===== src/rtl/morse_pkg.sv =====
// Constants shared by the Morse link sequencer and its receive writer.
package morse_pkg;
    localparam int unsigned CODE_W = 24;
    localparam int unsigned ST_W   = 4;
    localparam logic [7:0]  CHAR_TERM = 8'h00;

    localparam logic [3:0] ST_IDLE    = 4'd0;
    localparam logic [3:0] ST_FETCH   = 4'd1;
    localparam logic [3:0] ST_CHECK   = 4'd2;
    localparam logic [3:0] ST_ENCODE  = 4'd3;
    localparam logic [3:0] ST_LOAD    = 4'd4;
    localparam logic [3:0] ST_WAIT_TX = 4'd5;
    localparam logic [3:0] ST_GAP     = 4'd6;
    localparam logic [3:0] ST_DONE    = 4'd7;
    localparam logic [3:0] ST_ERROR   = 4'd8;

    // A session is active everywhere except the three resting states.
    function automatic logic state_busy(input logic [ST_W-1:0] st);
        return !((st == ST_IDLE) || (st == ST_DONE) || (st == ST_ERROR));
    endfunction
endpackage


===== src/rtl/morse_rx_writer.sv =====
// Receive path: writes decoded characters to the output ROM through a saturating pointer.
module morse_rx_writer
    import morse_pkg::*;
#(
    parameter int unsigned ADR_W     = 16,
    parameter int unsigned MAX_CHARS = 4096
) (
    input  logic             clk,
    input  logic             rst,
    input  logic             clr,
    input  logic             en,
    input  logic             rx_valid,
    input  logic [7:0]       rx_char,
    output logic             out_we,
    output logic [ADR_W-1:0] out_adr,
    output logic [7:0]       out_data,
    output logic             rx_ovf
);
    localparam logic [ADR_W:0] MAX_L = (ADR_W+1)'(MAX_CHARS);

    // One bit wider than the address so a limit of 2**ADR_W cannot wrap.
    logic [ADR_W:0] ptr;

    always_ff @(posedge clk) begin
        if (!rst) begin
            ptr      <= '0;
            out_we   <= 1'b0;
            out_adr  <= '0;
            out_data <= '0;
            rx_ovf   <= 1'b0;
        end else begin
            out_we <= 1'b0;
            if (clr) begin
                ptr    <= '0;
                rx_ovf <= 1'b0;
            end else if (en && rx_valid) begin
                if (ptr == MAX_L) begin
                    rx_ovf <= 1'b1;
                end else begin
                    out_we   <= 1'b1;
                    out_adr  <= ptr[ADR_W-1:0];
                    out_data <= rx_char;
                    ptr      <= ptr + (ADR_W+1)'(1);
                end
            end
        end
    end
endmodule


===== src/rtl/morse_link_sequencer.sv =====
// Sequences one Morse session: ROM fetch, encode, serializer load, inter-character gap,
// with a parallel receive writer and start/done/error handshake.
module morse_link_sequencer
    import morse_pkg::*;
#(
    parameter int unsigned ADR_W         = 16,
    parameter int unsigned MAX_CHARS     = 4096,
    parameter int unsigned ENC_LAT       = 1,
    parameter int unsigned GAP_TICKS     = 3,
    parameter int unsigned TIMEOUT_TICKS = 64
) (
    input  logic              clk,
    input  logic              rst,
    input  logic              start,
    input  logic              abort,
    input  logic              tick,
    output logic              rom_cs,
    output logic [ADR_W-1:0]  rom_adr,
    input  logic [7:0]        rom_data,
    output logic [7:0]        enc_x,
    input  logic [CODE_W-1:0] enc_y,
    output logic              tx_load,
    output logic [CODE_W-1:0] tx_word,
    input  logic              tx_busy,
    input  logic              rx_valid,
    input  logic [7:0]        rx_char,
    output logic              out_we,
    output logic [ADR_W-1:0]  out_adr,
    output logic [7:0]        out_data,
    output logic              busy,
    output logic              done,
    output logic              err,
    output logic              rx_ovf
);
    localparam int unsigned TICK_W = $clog2(TIMEOUT_TICKS + 1);
    localparam int unsigned ENC_W  = $clog2(ENC_LAT + 1);
    localparam int unsigned CNT_W  = (TICK_W > ENC_W) ? TICK_W : ENC_W;
    localparam logic [ADR_W:0]   MAX_L = (ADR_W+1)'(MAX_CHARS);
    localparam logic [CNT_W-1:0] TO_L  = CNT_W'(TIMEOUT_TICKS);
    localparam logic [CNT_W-1:0] GAP_L = CNT_W'(GAP_TICKS);
    localparam logic [CNT_W-1:0] ENC_L = CNT_W'(ENC_LAT);

    logic [ST_W-1:0]   state, state_next;
    logic [CNT_W-1:0]  cnt, cnt_next, cnt_inc;
    logic              seen, seen_next;
    logic [ADR_W-1:0]  rom_adr_next;
    logic [ADR_W:0]    adr_inc;
    logic [7:0]        enc_x_next;
    logic [CODE_W-1:0] tx_word_next;
    logic              tx_load_next, rom_cs_next, busy_next, done_next, err_next;
    logic              start_acc;
    logic              rx_en;

    always_ff @(posedge clk) begin
        if (!rst) begin
            state   <= ST_IDLE;
            cnt     <= '0;
            seen    <= 1'b0;
            rom_cs  <= 1'b0;
            rom_adr <= '0;
            enc_x   <= '0;
            tx_load <= 1'b0;
            tx_word <= '0;
            busy    <= 1'b0;
            done    <= 1'b0;
            err     <= 1'b0;
        end else begin
            state   <= state_next;
            cnt     <= cnt_next;
            seen    <= seen_next;
            rom_cs  <= rom_cs_next;
            rom_adr <= rom_adr_next;
            enc_x   <= enc_x_next;
            tx_load <= tx_load_next;
            tx_word <= tx_word_next;
            busy    <= busy_next;
            done    <= done_next;
            err     <= err_next;
        end
    end

    // Next-state and next-output logic; abort overrides everything but leaves flags alone.
    always_comb begin
        state_next   = state;
        cnt_next     = cnt;
        seen_next    = seen;
        rom_adr_next = rom_adr;
        enc_x_next   = enc_x;
        tx_word_next = tx_word;
        tx_load_next = 1'b0;
        done_next    = done;
        err_next     = err;
        start_acc    = 1'b0;
        cnt_inc      = cnt + CNT_W'(1);
        adr_inc      = {1'b0, rom_adr} + (ADR_W+1)'(1);

        if (abort) begin
            state_next = ST_IDLE;
        end else begin
            case (state)
                ST_IDLE, ST_DONE, ST_ERROR: begin
                    if (start) begin
                        start_acc    = 1'b1;
                        state_next   = ST_FETCH;
                        rom_adr_next = '0;
                        done_next    = 1'b0;
                        err_next     = 1'b0;
                    end
                end
                ST_FETCH: state_next = ST_CHECK;
                ST_CHECK: begin
                    if (rom_data == CHAR_TERM) begin
                        state_next = ST_DONE;
                        done_next  = 1'b1;
                    end else begin
                        enc_x_next = rom_data;
                        cnt_next   = '0;
                        state_next = ST_ENCODE;
                    end
                end
                ST_ENCODE: begin
                    cnt_next = cnt_inc;
                    if (cnt_inc == ENC_L) begin
                        tx_word_next = enc_y;
                        state_next   = ST_LOAD;
                    end
                end
                ST_LOAD: begin
                    if (!tx_busy) begin
                        tx_load_next = 1'b1;
                        cnt_next     = '0;
                        seen_next    = 1'b0;
                        state_next   = ST_WAIT_TX;
                    end
                end
                ST_WAIT_TX: begin
                    if (tx_busy) seen_next = 1'b1;
                    if (tick) cnt_next = cnt_inc;
                    // A completed shift wins over a timeout landing in the same cycle.
                    if (seen && !tx_busy) begin
                        cnt_next   = '0;
                        state_next = ST_GAP;
                    end else if (tick && (cnt_inc == TO_L)) begin
                        err_next   = 1'b1;
                        state_next = ST_ERROR;
                    end
                end
                ST_GAP: begin
                    if (tick) begin
                        cnt_next = cnt_inc;
                        if (cnt_inc == GAP_L) begin
                            rom_adr_next = adr_inc[ADR_W-1:0];
                            if (adr_inc == MAX_L) begin
                                done_next  = 1'b1;
                                state_next = ST_DONE;
                            end else begin
                                state_next = ST_FETCH;
                            end
                        end
                    end
                end
                default: state_next = ST_IDLE;
            endcase
        end

        rom_cs_next = (state_next == ST_FETCH);
        busy_next   = state_busy(state_next);
    end

    assign rx_en = state_busy(state) || (state == ST_DONE);

    morse_rx_writer #(
        .ADR_W     (ADR_W),
        .MAX_CHARS (MAX_CHARS)
    ) u_rx_writer (
        .clk      (clk),
        .rst      (rst),
        .clr      (start_acc),
        .en       (rx_en),
        .rx_valid (rx_valid),
        .rx_char  (rx_char),
        .out_we   (out_we),
        .out_adr  (out_adr),
        .out_data (out_data),
        .rx_ovf   (rx_ovf)
    );
endmodule


===== config.mk =====
export PLATFORM = sky130hd
export DESIGN_NAME = morse_link_sequencer
export DESIGN_NICKNAME = d
export VERILOG_FILES = /design/src/rtl/morse_pkg.sv /design/src/rtl/morse_rx_writer.sv /design/src/rtl/morse_link_sequencer.sv
export SDC_FILE = /design/constraint.sdc
export NUM_CORES = 1
export LEC_CHECK = 0
export ABC_CLOCK_PERIOD_IN_PS = 3000
export BUFFER_PORTS_ARGS = -buffer_cell sky130_fd_sc_hd__buf_4
export CAP_MARGIN = 20
export CORE_MARGIN = 2
export CORE_UTILIZATION = 30
export DETAILED_ROUTE_END_ITERATION = 16
export GPL_TIMING_DRIVEN = 0
export PLACE_DENSITY = 0.54
export SYNTH_ARGS = -nofsm -noshare
export SYNTH_HDL_FRONTEND = slang
export SYNTH_HIERARCHICAL = 1
export SYNTH_SLANG_ARGS = --single-unit

===== constraint.sdc =====
create_clock -name clk -period 3 [get_ports clk]
set_clock_uncertainty 0.05 [all_clocks]
set_input_delay 0.45 -clock clk [delete_from_list [all_inputs] [get_ports clk]]
set_output_delay 0.45 -clock clk [all_outputs]
set_load 0.02 [all_outputs]

* Word-level counts from Yosys, hierarchy flattened
Index checks and enable logic that the tools add are counted.
** Storage, ports and cells
- Register bits after elaboration :: 108
** Cells by class
- $add $sub $neg :: 3
- Equal/unequal tests :: 26
- Muxes and demuxes :: 37
- Bitwise logic cells :: 7
- Reduce and logical (&&, ||, !) cells :: 33
** Operators with widths (number)
- 16-bit 2-to-1 mux :: 3
- 7-bit one-hot mux with 5 select lines :: 1
- 17-bit by 13-bit == test with 1-bit output, second input constant :: 2
- 4-bit 2-to-1 mux :: 8
- 16-bit one-hot mux with 2 select lines :: 1
- 7-bit 2-to-1 mux :: 4
- 4-bit one-hot mux with 7 select lines :: 1
- 4-bit by 3-bit == test with 1-bit output, second input constant :: 5
- 2-bit inequality test, second input constant :: 10
- 16-bit by 1-bit adder with 17-bit output, second input constant :: 1
- 17-bit by 1-bit adder with 17-bit output, second input constant :: 1
- 1-bit 2-to-1 mux :: 14
- 5-bit AND reduction :: 2
- 3-bit AND reduction :: 3
- 3-bit OR reduction :: 3
- 4-bit by 1-bit == test with 1-bit output, second input constant :: 2
- 4-bit by 2-bit == test with 1-bit output, second input constant :: 2
- 4-bit == test, second input constant :: 2
- 4-bit logical NOT :: 2
- 8-bit logical NOT :: 1
- 4-bit AND reduction :: 2
- 7-bit by 1-bit adder with 7-bit output, second input constant :: 1
- 7-bit by 1-bit == test with 1-bit output, second input constant :: 1
- 7-bit by 2-bit == test with 1-bit output, second input constant :: 1
- other kinds (14) :: 33

* Logic depth before layout (Yosys ltp)
Gate-level depths: netlist (run 1).
- Depth after elaboration :: 11
- Mapped depth :: 10
- Depth with buffers taken out :: 8

* By module
Netlist (run 1), hierarchy kept.
** Modules (own cells, without submodules)
- morse_link_sequencer :: times used 1, cells each 425, area each 3323.2 sq um, seq. area each 1301.2 sq um
- morse_rx_writer :: times used 1, cells each 220, area each 1808.0 sq um, seq. area each 860.8 sq um

* Worst setup path after synthesis (run 1)
No wires, ideal clock.
- Path type :: reg-to-reg
- From :: register rom_adr[0]
- To :: register busy
- Library setup time :: 0.080 ns
- Arrival :: 2.327 ns
- Required time :: 2.870 ns
- Slack :: 0.543 ns
- Stages on the path, launching flop included :: 9
- Period minus slack after synthesis :: 2.457 ns
- Cell sequence :: dfxtp_1 > ha_1 > nand4_1 > or2_1 > o41a_1 > a2111o_1 > a21o_1 > and4_4 > a211oi_2
** Between the ends
- Word-level cells in the longest chain between the ends :: 11
** RTL lines
- start: declaration :: RTL line morse_link_sequencer.sv:18 : output logic [ADR_W-1:0] rom_adr,
- start signal: assignment :: RTL line morse_link_sequencer.sv:72 : rom_adr <= rom_adr_next;
- 16-bit by 1-bit adder with 17-bit output * :: RTL line morse_link_sequencer.sv:95 : adr_inc = {1'b0, rom_adr} + (ADR_W+1)'(1);
- 17-bit by 13-bit == test with 1-bit output * :: RTL line morse_link_sequencer.sv:153 : if (adr_inc == MAX_L) begin
- 3-bit 2-to-1 mux * :: RTL line morse_link_sequencer.sv:153
- 4-bit 2-to-1 mux * :: RTL line morse_link_sequencer.sv:151 : if (cnt_inc == GAP_L) begin
- 4-bit 2-to-1 mux * :: RTL line morse_link_sequencer.sv:149 : if (tick) begin
- 4-bit one-hot mux with 7 select lines * :: RTL line morse_link_sequencer.sv:100 : case (state)
- 4-bit 2-to-1 mux * :: RTL line morse_link_sequencer.sv:97 : if (abort) begin
- 4-bit by 3-bit == test with 1-bit output / 4-bit logical NOT (equally long branches) :: RTL line morse_pkg.sv:19 : return !((st == ST_IDLE) || (st == ST_DONE) || (st == ST_ERROR));
- 1-bit logical OR :: RTL line morse_pkg.sv:19
- 1-bit logical OR * :: RTL line morse_pkg.sv:19
- 1-bit logical NOT * :: RTL line morse_pkg.sv:19
- end signal: assignment :: RTL line morse_link_sequencer.sv:76 : busy <= busy_next;
- end: declaration :: RTL line morse_link_sequencer.sv:30 : output logic busy,
Mark *: on every way between the ends. The rest lies on a longest branch, timed or not.
A chain may end at the register's enable or synchronous reset.

* Worst setup path in the final report (run 1)
- From :: register cnt[1]
- To :: register busy
** Between the ends
- Word-level cells in the longest chain between the ends :: 11
** RTL lines
- start: declaration :: RTL line morse_link_sequencer.sv:44 : logic [CNT_W-1:0] cnt, cnt_next, cnt_inc;
- start signal: assignment :: RTL line morse_link_sequencer.sv:69 : cnt <= cnt_next;
- 7-bit by 1-bit adder with 7-bit output * :: RTL line morse_link_sequencer.sv:94 : cnt_inc = cnt + CNT_W'(1);
- 7-bit == test :: RTL line morse_link_sequencer.sv:143 : end else if (tick && (cnt_inc == TO_L)) begin
- 1-bit logical AND :: RTL line morse_link_sequencer.sv:143
- 4-bit 2-to-1 mux :: RTL line morse_link_sequencer.sv:143
- 4-bit 2-to-1 mux :: RTL line morse_link_sequencer.sv:140 : if (seen && !tx_busy) begin
- 4-bit one-hot mux with 7 select lines * :: RTL line morse_link_sequencer.sv:100
- 4-bit 2-to-1 mux * :: RTL line morse_link_sequencer.sv:97
- 4-bit by 3-bit == test with 1-bit output / 4-bit logical NOT (equally long branches) :: RTL line morse_pkg.sv:19
- 1-bit logical OR :: RTL line morse_pkg.sv:19
- 1-bit logical OR * :: RTL line morse_pkg.sv:19
- 1-bit logical NOT * :: RTL line morse_pkg.sv:19
Marked as above.

==> results of run 1 <==
==> worst min path at each step <==
stage	slack [ns]	depth (start not counted)	end
after floorplan	0.40	2	u_rx_writer/ptr[16]$_SDFFE_PP0P_
after global placement	0.39	2	u_rx_writer/out_data[5]$_SDFFE_PN0P_
after detailed placement	0.40	2	tx_word[1]$_SDFFE_PN0P_
after CTS	0.24	3	u_rx_writer/out_data[0]$_SDFFE_PN0P_
after global routing	0.25	3	u_rx_writer/out_data[7]$_SDFFE_PN0P_
final	0.25	3	u_rx_writer/out_data[0]$_SDFFE_PN0P_
==> cell usage in the layout, fill, tap and decap left out, types with 3 or more instances in the layout <==
| cell type | synthesis | routed |
|---|---|---|
| a21o_1 | 4 | 4 |
| clkbuf_2 | 1 | 4 |
| and4_1 | 3 | 3 |
| buf_2 | 7 | 7 |
| or4_1 | 6 | 6 |
| nand3_1 | 42 | 42 |
| nor3_1 | 12 | 12 |
| a41oi_1 | 4 | 4 |
| a21oi_1 | 45 | 45 |
| nor4b_1 | 3 | 3 |
| a211o_1 | 3 | 3 |
| or3_1 | 12 | 12 |
| nand3b_1 | 3 | 3 |
| xnor2_1 | 10 | 10 |
| nor4_1 | 10 | 10 |
| nand2b_1 | 8 | 8 |
| mux2i_1 | 11 | 11 |
| o21ai_1 | 4 | 5 |
| nand2_1 | 99 | 99 |
| clkbuf_1 | 29 | 26 |
| inv_8 | 0 | 3 |
| dfxtp_1 | 108 | 108 |
| clkbuf_16 | 0 | 9 |
| ha_1 | 7 | 7 |
| and3_1 | 7 | 7 |
| buf_1 | 5 | 5 |
| nor2b_1 | 5 | 5 |
| nand4_1 | 14 | 14 |
| o21ai_0 | 50 | 49 |
| a211oi_1 | 3 | 3 |
| o31ai_1 | 10 | 10 |
| a22oi_1 | 3 | 3 |
| and2_1 | 7 | 7 |
| buf_4 | 0 | 125 |
| a31oi_1 | 9 | 9 |
| inv_1 | 19 | 19 |
| nor2_1 | 44 | 44 |
| a31o_2 | 3 | 3 |
==> cell type report <==
cell class,count,area share [%]
flip-flops and latches,108,32.5
inverters,19,1.07
plain buffers,42,2.58
clock buffers,9,3.39
repair buffers,125,14.1
clock inverters,7,1.13
multi-input cells,476,41.1
well taps,220,4.14
==> state kept, by name, indices dropped and copies added, names as in the netlist <==
register	cells
rom_adr	16
u_rx_writer/out_adr	16
u_rx_writer/ptr	17
state	4
enc_x	8
done	1
err	1
tx_load	1
rom_cs	1
cnt	7
u_rx_writer/out_data	8
tx_word	24
u_rx_writer/rx_ovf	1
seen	1
busy	1
u_rx_writer/out_we	1
==> through the flow <==
stage,setup WS (ns),hold WS (ns),total power [mW],area (um2)
2_1_floorplan,0.543,0.402,1.57,5130
3_3_place_gp,0.163,0.390,1.66,6340
3_5_place_dp,0.109,0.399,1.66,6340
4_1_cts,0.101,0.245,2.88,6650
5_1_grt,0.0208,0.253,2.96,6650
6_report,0.264,0.252,2.84,6650
==> critical path: stages, from the launching register on <==
cell and delay (ns):
dfxtp_1 0.45, ha_1 0.30, nand3_1 0.14, or3_1 0.43, nand3_1 0.15, nor3_1 0.09, a2111oi_1 0.71, a31oi_1 0.12
a211oi_2 0.23
==> routing by layer <==
layer	track usage (%)	wire (um)	part of all wire (%)
met5	0	0	0
met4	5.20	185	1.3
met3	3.00	628	4.3
met2	27.6	7150	49
met1	20.0	6570	45
==> cell families (layout without fill, tap and decap cells) <==
family	count (synthesis)	after routing	share of synthesized area (%)
mux	12	12	2.37
fa+ha+maj	7	7	1.71
compound gates	154	154	18.2
flops	108	108	42.1
buf+inv	61	202	4.66
simple gates	291	291	28.9
xor+xnor	12	12	2.05
==> where the power goes <==
part	leakage (nW)	switching, mW	internal, mW
clock	0.145	0.623	0.594
combinational	1.45	0.105	0.0771
sequential	0.871	0.00518	1.44
==> impl_metrics.env, run 1 <==
export IMPL_synth_fp_nets=699
export IMPL_reg2regPathDepth=8
export IMPL_clock_sinks=108
export IMPL_grt_pass1_vias=4840
export IMPL_cts_max_path_buffers=2
export IMPL_clk_latency_ns=0.36
export IMPL_syn_cell_area_um2=5130
export IMPL_maxSlewHeadroom_pct=46.9
export IMPL_tritoncts="yes"
export IMPL_yosysUniqueCellTypes=64
export IMPL_startpoint="cnt[1]$_SDFFE_PN0P_"
export IMPL_cts_resized=0
export IMPL_multi_input_area_um2=2730
export IMPL_postRouteWirelength_um=14500
export IMPL_drive_gt1_share_pct=21.4
export IMPL_hold_viol=0
export IMPL_area_growth_pct=29.6
export IMPL_core_um2=16600
export IMPL_peakVddDrop_mv=0.251
export IMPL_port_buffer_count=125
export IMPL_path_class="flop to flop"
export IMPL_start_util_pct=30.8
export IMPL_hpwlAfterDp_um=11000
export IMPL_cp_start_kind="flop"
export IMPL_ys_ff_latch=108
export IMPL_synth_warnings=6
export IMPL_via_per_inst=5.08
export IMPL_syn_inst=645
export IMPL_io_pins=126
export IMPL_required_ns=3.23
export IMPL_ctsHtreeMaxLevel=3
export IMPL_track_usage_pct=16.0
export IMPL_fmax_mhz=365
export IMPL_synth_most_common_cell="dfxtp_1"
export IMPL_vias=5109
export IMPL_fin_tns_setup_ns=0
export IMPL_avgSynthCellArea_um2=7.96
export IMPL_setup_viol=0
export IMPL_ys_flop_type="dfxtp_1"
export IMPL_synth_edff_count=0
export IMPL_holdCritStartpoint="rx_char[0]"
export IMPL_cts_buffers=9
export IMPL_cp_endpoint="busy$_SDFF_PN0_"
export IMPL_place_gp_congestion=0.890
export IMPL_synth_largest_area_cell="dfxtp_1"
export IMPL_min_period_ns=2.74
export IMPL_grt_pass1_wl_um=23900
export IMPL_seqCellArea_um2=2160
export IMPL_dp_cells=990
export IMPL_utilization_pct=40.0
export IMPL_critPathArrivalTime_ns=2.97
export IMPL_post_cts_repair_setup_buffers=0
export IMPL_yosys_top_cells_count="dfxtp_1, nand2_1, o21ai_0"
export IMPL_drcViolationCount=0
export IMPL_hold_class="input port to flop"
export IMPL_cts_reportedPaths_clkPinSlew_ns=0.08
export IMPL_rsz0062_at_grt="false"
export IMPL_antenna_found_initial=0
export IMPL_worst_path_max_fanout=7
export IMPL_fin_crit_sh_pct=91.2
export IMPL_drv_cap=0
export IMPL_post_drt_wl_per_cell_um=14.4
export IMPL_grt_ovfl_total=0
export IMPL_fp_dieH_um=135
export IMPL_outcome="completed"
export IMPL_yosysTopAreaCellShare_pct=42.1
export IMPL_async_flop_share_pct=0
export IMPL_r2r_start="cnt[1]$_SDFFE_PN0P_"
export IMPL_finish_net_count=835
export IMPL_grt_start_max_net_pins=22
export IMPL_cts_root_buf="clkbuf_16"
export IMPL_die_w_um=135
export IMPL_synth_area_leaders="dfxtp_1, nand2_1, o21ai_0"
export IMPL_rows=47
export IMPL_r2r_end="busy$_SDFF_PN0_"
export IMPL_first_pass_iters=5
export IMPL_die_area_um2=18200
export IMPL_diodes=0
export IMPL_ant_nets=0
export IMPL_fillers=1712
export IMPL_worstMarginPinSlew_ns=0.795
export IMPL_power_density_nw_per_um2=428
export IMPL_synth_seq_area_share_pct=42.1
export IMPL_cts_hold_fix_buffers=0
export IMPL_final_cells=1006
export IMPL_leakagePower_nw=2.47
export IMPL_slew_violations=0
export IMPL_drt_initial_drc_count=266
export IMPL_rrSetupSlack_ns=0.26
export IMPL_cp_end_kind="flop"
Power figures use the tool's default switching activity.
==> run 2, diff against run 1 <==
--- a/config.mk
+++ b/config.mk
@@ -7,9 +7,9 @@
 export LEC_CHECK = 0
 export ABC_CLOCK_PERIOD_IN_PS = 3000
 export BUFFER_PORTS_ARGS = -buffer_cell sky130_fd_sc_hd__buf_4
-export CAP_MARGIN = 20
 export CORE_MARGIN = 2
 export CORE_UTILIZATION = 30
+export CTS_BUF_LIST = sky130_fd_sc_hd__clkbuf_8
 export DETAILED_ROUTE_END_ITERATION = 16
 export GPL_TIMING_DRIVEN = 0
 export PLACE_DENSITY = 0.54
==> constraint.sdc (replaced) <==
create_clock -name clk -period 3 [get_ports clk]
set_clock_uncertainty 0.05 [all_clocks]
set_input_delay 0.3 -clock clk [delete_from_list [all_inputs] [get_ports clk]]
set_output_delay 0.3 -clock clk [all_outputs]
set_load 0.02 [all_outputs]
==> run 2 against run 1 <==
Register-to-register slack about the same. Sequential power about the same. Global-route usage down 0.065 points. Flip-flop and latch count unchanged. Via count up 0.18%. Power down 10%. Combinational power about the same. Routed wire length down 0.66%. Sequential share of layout area up 0.50 points. Non-clock buffer count unchanged. Highest routed layer unchanged.
==> impl_metrics.env, run 2 (same netlist as run 1, synthesis figures left out) <==
export IMPL_outcome="completed"
export IMPL_top_regs="tx_word x24, u_rx_writer/ptr x17"
export IMPL_core_um2=16600
export IMPL_post_cts_repair_setup_buffers=0
export IMPL_crit_slowest_cell="a2111oi_1"
export IMPL_setup_viol=0
export IMPL_cts_hold_fix_buffers=0
export IMPL_cts_reportedPaths_clkPinSlew_ns=0.13
export IMPL_power_density_nw_per_um2=389
export IMPL_cts_root_buf="clkbuf_8"
export IMPL_drive_gt1_share_pct=21.4
export IMPL_hold_class="input port to flop"
export IMPL_final_cell_mix="buf_4, dfxtp_1, nand2_1"
export IMPL_cts_max_path_buffers=2
export IMPL_max_stage_delay_ns=0.72
export IMPL_critPathBufInv=0
export IMPL_critPathArrivalTime_ns=3.02
export IMPL_cp_end_kind="flop"
export IMPL_grt_start_max_net_pins=22
export IMPL_crit_chain="ha_1, nand3_1, or3_1, nand3_1, nor3_1, a2111oi_1, a31oi_1, a211oi_2"
export IMPL_place_area_um2=6340
export IMPL_ant_nets=0
export IMPL_cp_start_kind="flop"
export IMPL_antenna_found_initial=0
export IMPL_fp_dieH_um=135
export IMPL_first_pass_iters=5
export IMPL_io_pins=126
export IMPL_peakVddDrop_mv=0.222
export IMPL_hpwlAfterDp_um=11000
export IMPL_ctsHtreeMaxLevel=3
export IMPL_final_cells=1006
export IMPL_dp_cells=990
export IMPL_worstMarginPinSlew_ns=0.811
export IMPL_maxSlewHeadroom_pct=45.8
export IMPL_holdWs_ns=0.0602
export IMPL_fin_crit_sh_pct=91.6
export IMPL_hold_viol=0
export IMPL_finish_net_count=835
export IMPL_cts_resized=0
export IMPL_track_usage_pct=15.9
export IMPL_min_period_ns=2.75
export IMPL_start_util_pct=30.8
export IMPL_critPathMostFrequentCell="nand3_1"
export IMPL_leakagePower_nw=2.42
export IMPL_clk_latency_ns=0.39
export IMPL_grt_pass1_wl_um=23800
export IMPL_crit_family="compound AO/OA/AOI/OAI gates"
export IMPL_drcViolationCount=0
export IMPL_worst_path_max_fanout=7
export IMPL_largest_reg_flops=24
export IMPL_diodes=0
export IMPL_post_drt_wl_per_cell_um=14.3
export IMPL_layout_commonest_cell="buf_4"
export IMPL_top_register="tx_word"
export IMPL_rows=47
export IMPL_port_buffer_count=125
export IMPL_fin_area_um2=6550
export IMPL_die_w_um=135
export IMPL_via_per_inst=5.09
export IMPL_fillers=1725
export IMPL_path_class="flop to flop"
export IMPL_vias=5118
export IMPL_cts_buffers=9
export IMPL_rsz0062_at_grt="false"
export IMPL_drv_cap=0
export IMPL_die_area_um2=18200
export IMPL_slew_violations=0
export IMPL_area_growth_pct=27.6
export IMPL_timing_final_ws_setup_ns=0.251
export IMPL_fin_tns_setup_ns=0
export IMPL_fmax_mhz=364
export IMPL_clock_sinks=108
export IMPL_tritoncts="yes"
export IMPL_postRouteWirelength_um=14400
export IMPL_required_ns=3.27
export IMPL_place_ws_ns=0.109
export IMPL_place_gp_congestion=0.890
export IMPL_grt_ovfl_total=0
export IMPL_drt_initial_drc_count=297
export IMPL_grt_pass1_vias=4820
==> run 2: cell count changes in the layout (fill, tap and decap cells not counted) <==
cell	before	now
clkbuf_8	0	9
clkbuf_16	9	0
==> run 2: tightest hold or removal path, stage by stage <==
cell and delay, ns:
buf_4 0.08, nand3_1 0.05, o21ai_0 0.06
==> run 2: where the power goes <==
group | internal, mW | switching, mW | leakage [nW]
clock | 0.332 | 0.587 | 0.0985
sequential | 1.44 | 0.00517 | 0.871
combinational | 0.0772 | 0.105 | 1.45
==> run 2: cell type report <==
cell class | instances | area (um2) | area share [%]
Sequential cell | 108 | 2160 | 33.0
Buffer | 42 | 171 | 2.62
Clock buffer | 9 | 124 | 1.89
Tap cell | 220 | 275 | 4.20
Clock inverter | 7 | 75.1 | 1.15
Multi-Input combinational cell | 476 | 2730 | 41.7
Inverter | 19 | 71.3 | 1.09
Timing Repair Buffer | 125 | 938 | 14.3
==> run 2: metrics by stage <==
stage / utilization, % / power, mW
2_1_floorplan: - / 1.57
3_3_place_gp: 38.1 / 1.66
3_5_place_dp: 38.1 / 1.66
4_1_cts: 39.3 / 2.58
5_1_grt: 39.4 / 2.66
6_report: 39.4 / 2.55
==> run 2: path summary, 6_finish.rpt <==
check / slack (ns) / end / cells past startpoint / start
max: 0.25 / busy$_SDFF_PN0_ / 8 / cnt[1]$_SDFFE_PN0P_
min: 0.06 / u_rx_writer/out_data[0]$_SDFFE_PN0P_ / 3 / rx_char[0]
max reg2reg: 0.25 / busy$_SDFF_PN0_ / 8 / cnt[1]$_SDFFE_PN0P_
min reg2reg: 0.41 / tx_word[1]$_SDFFE_PN0P_ / 2 / tx_word[1]$_SDFFE_PN0P_
==> run 2: layer usage <==
| metal | GRT usage, % | part of all wire, % |
|---|---|---|
| met3 | 3.08 | 4.5 |
| met2 | 27.7 | 49 |
| met1 | 19.9 | 45 |
| met5 | 0 | 0 |
| met4 | 4.74 | 1.5 |
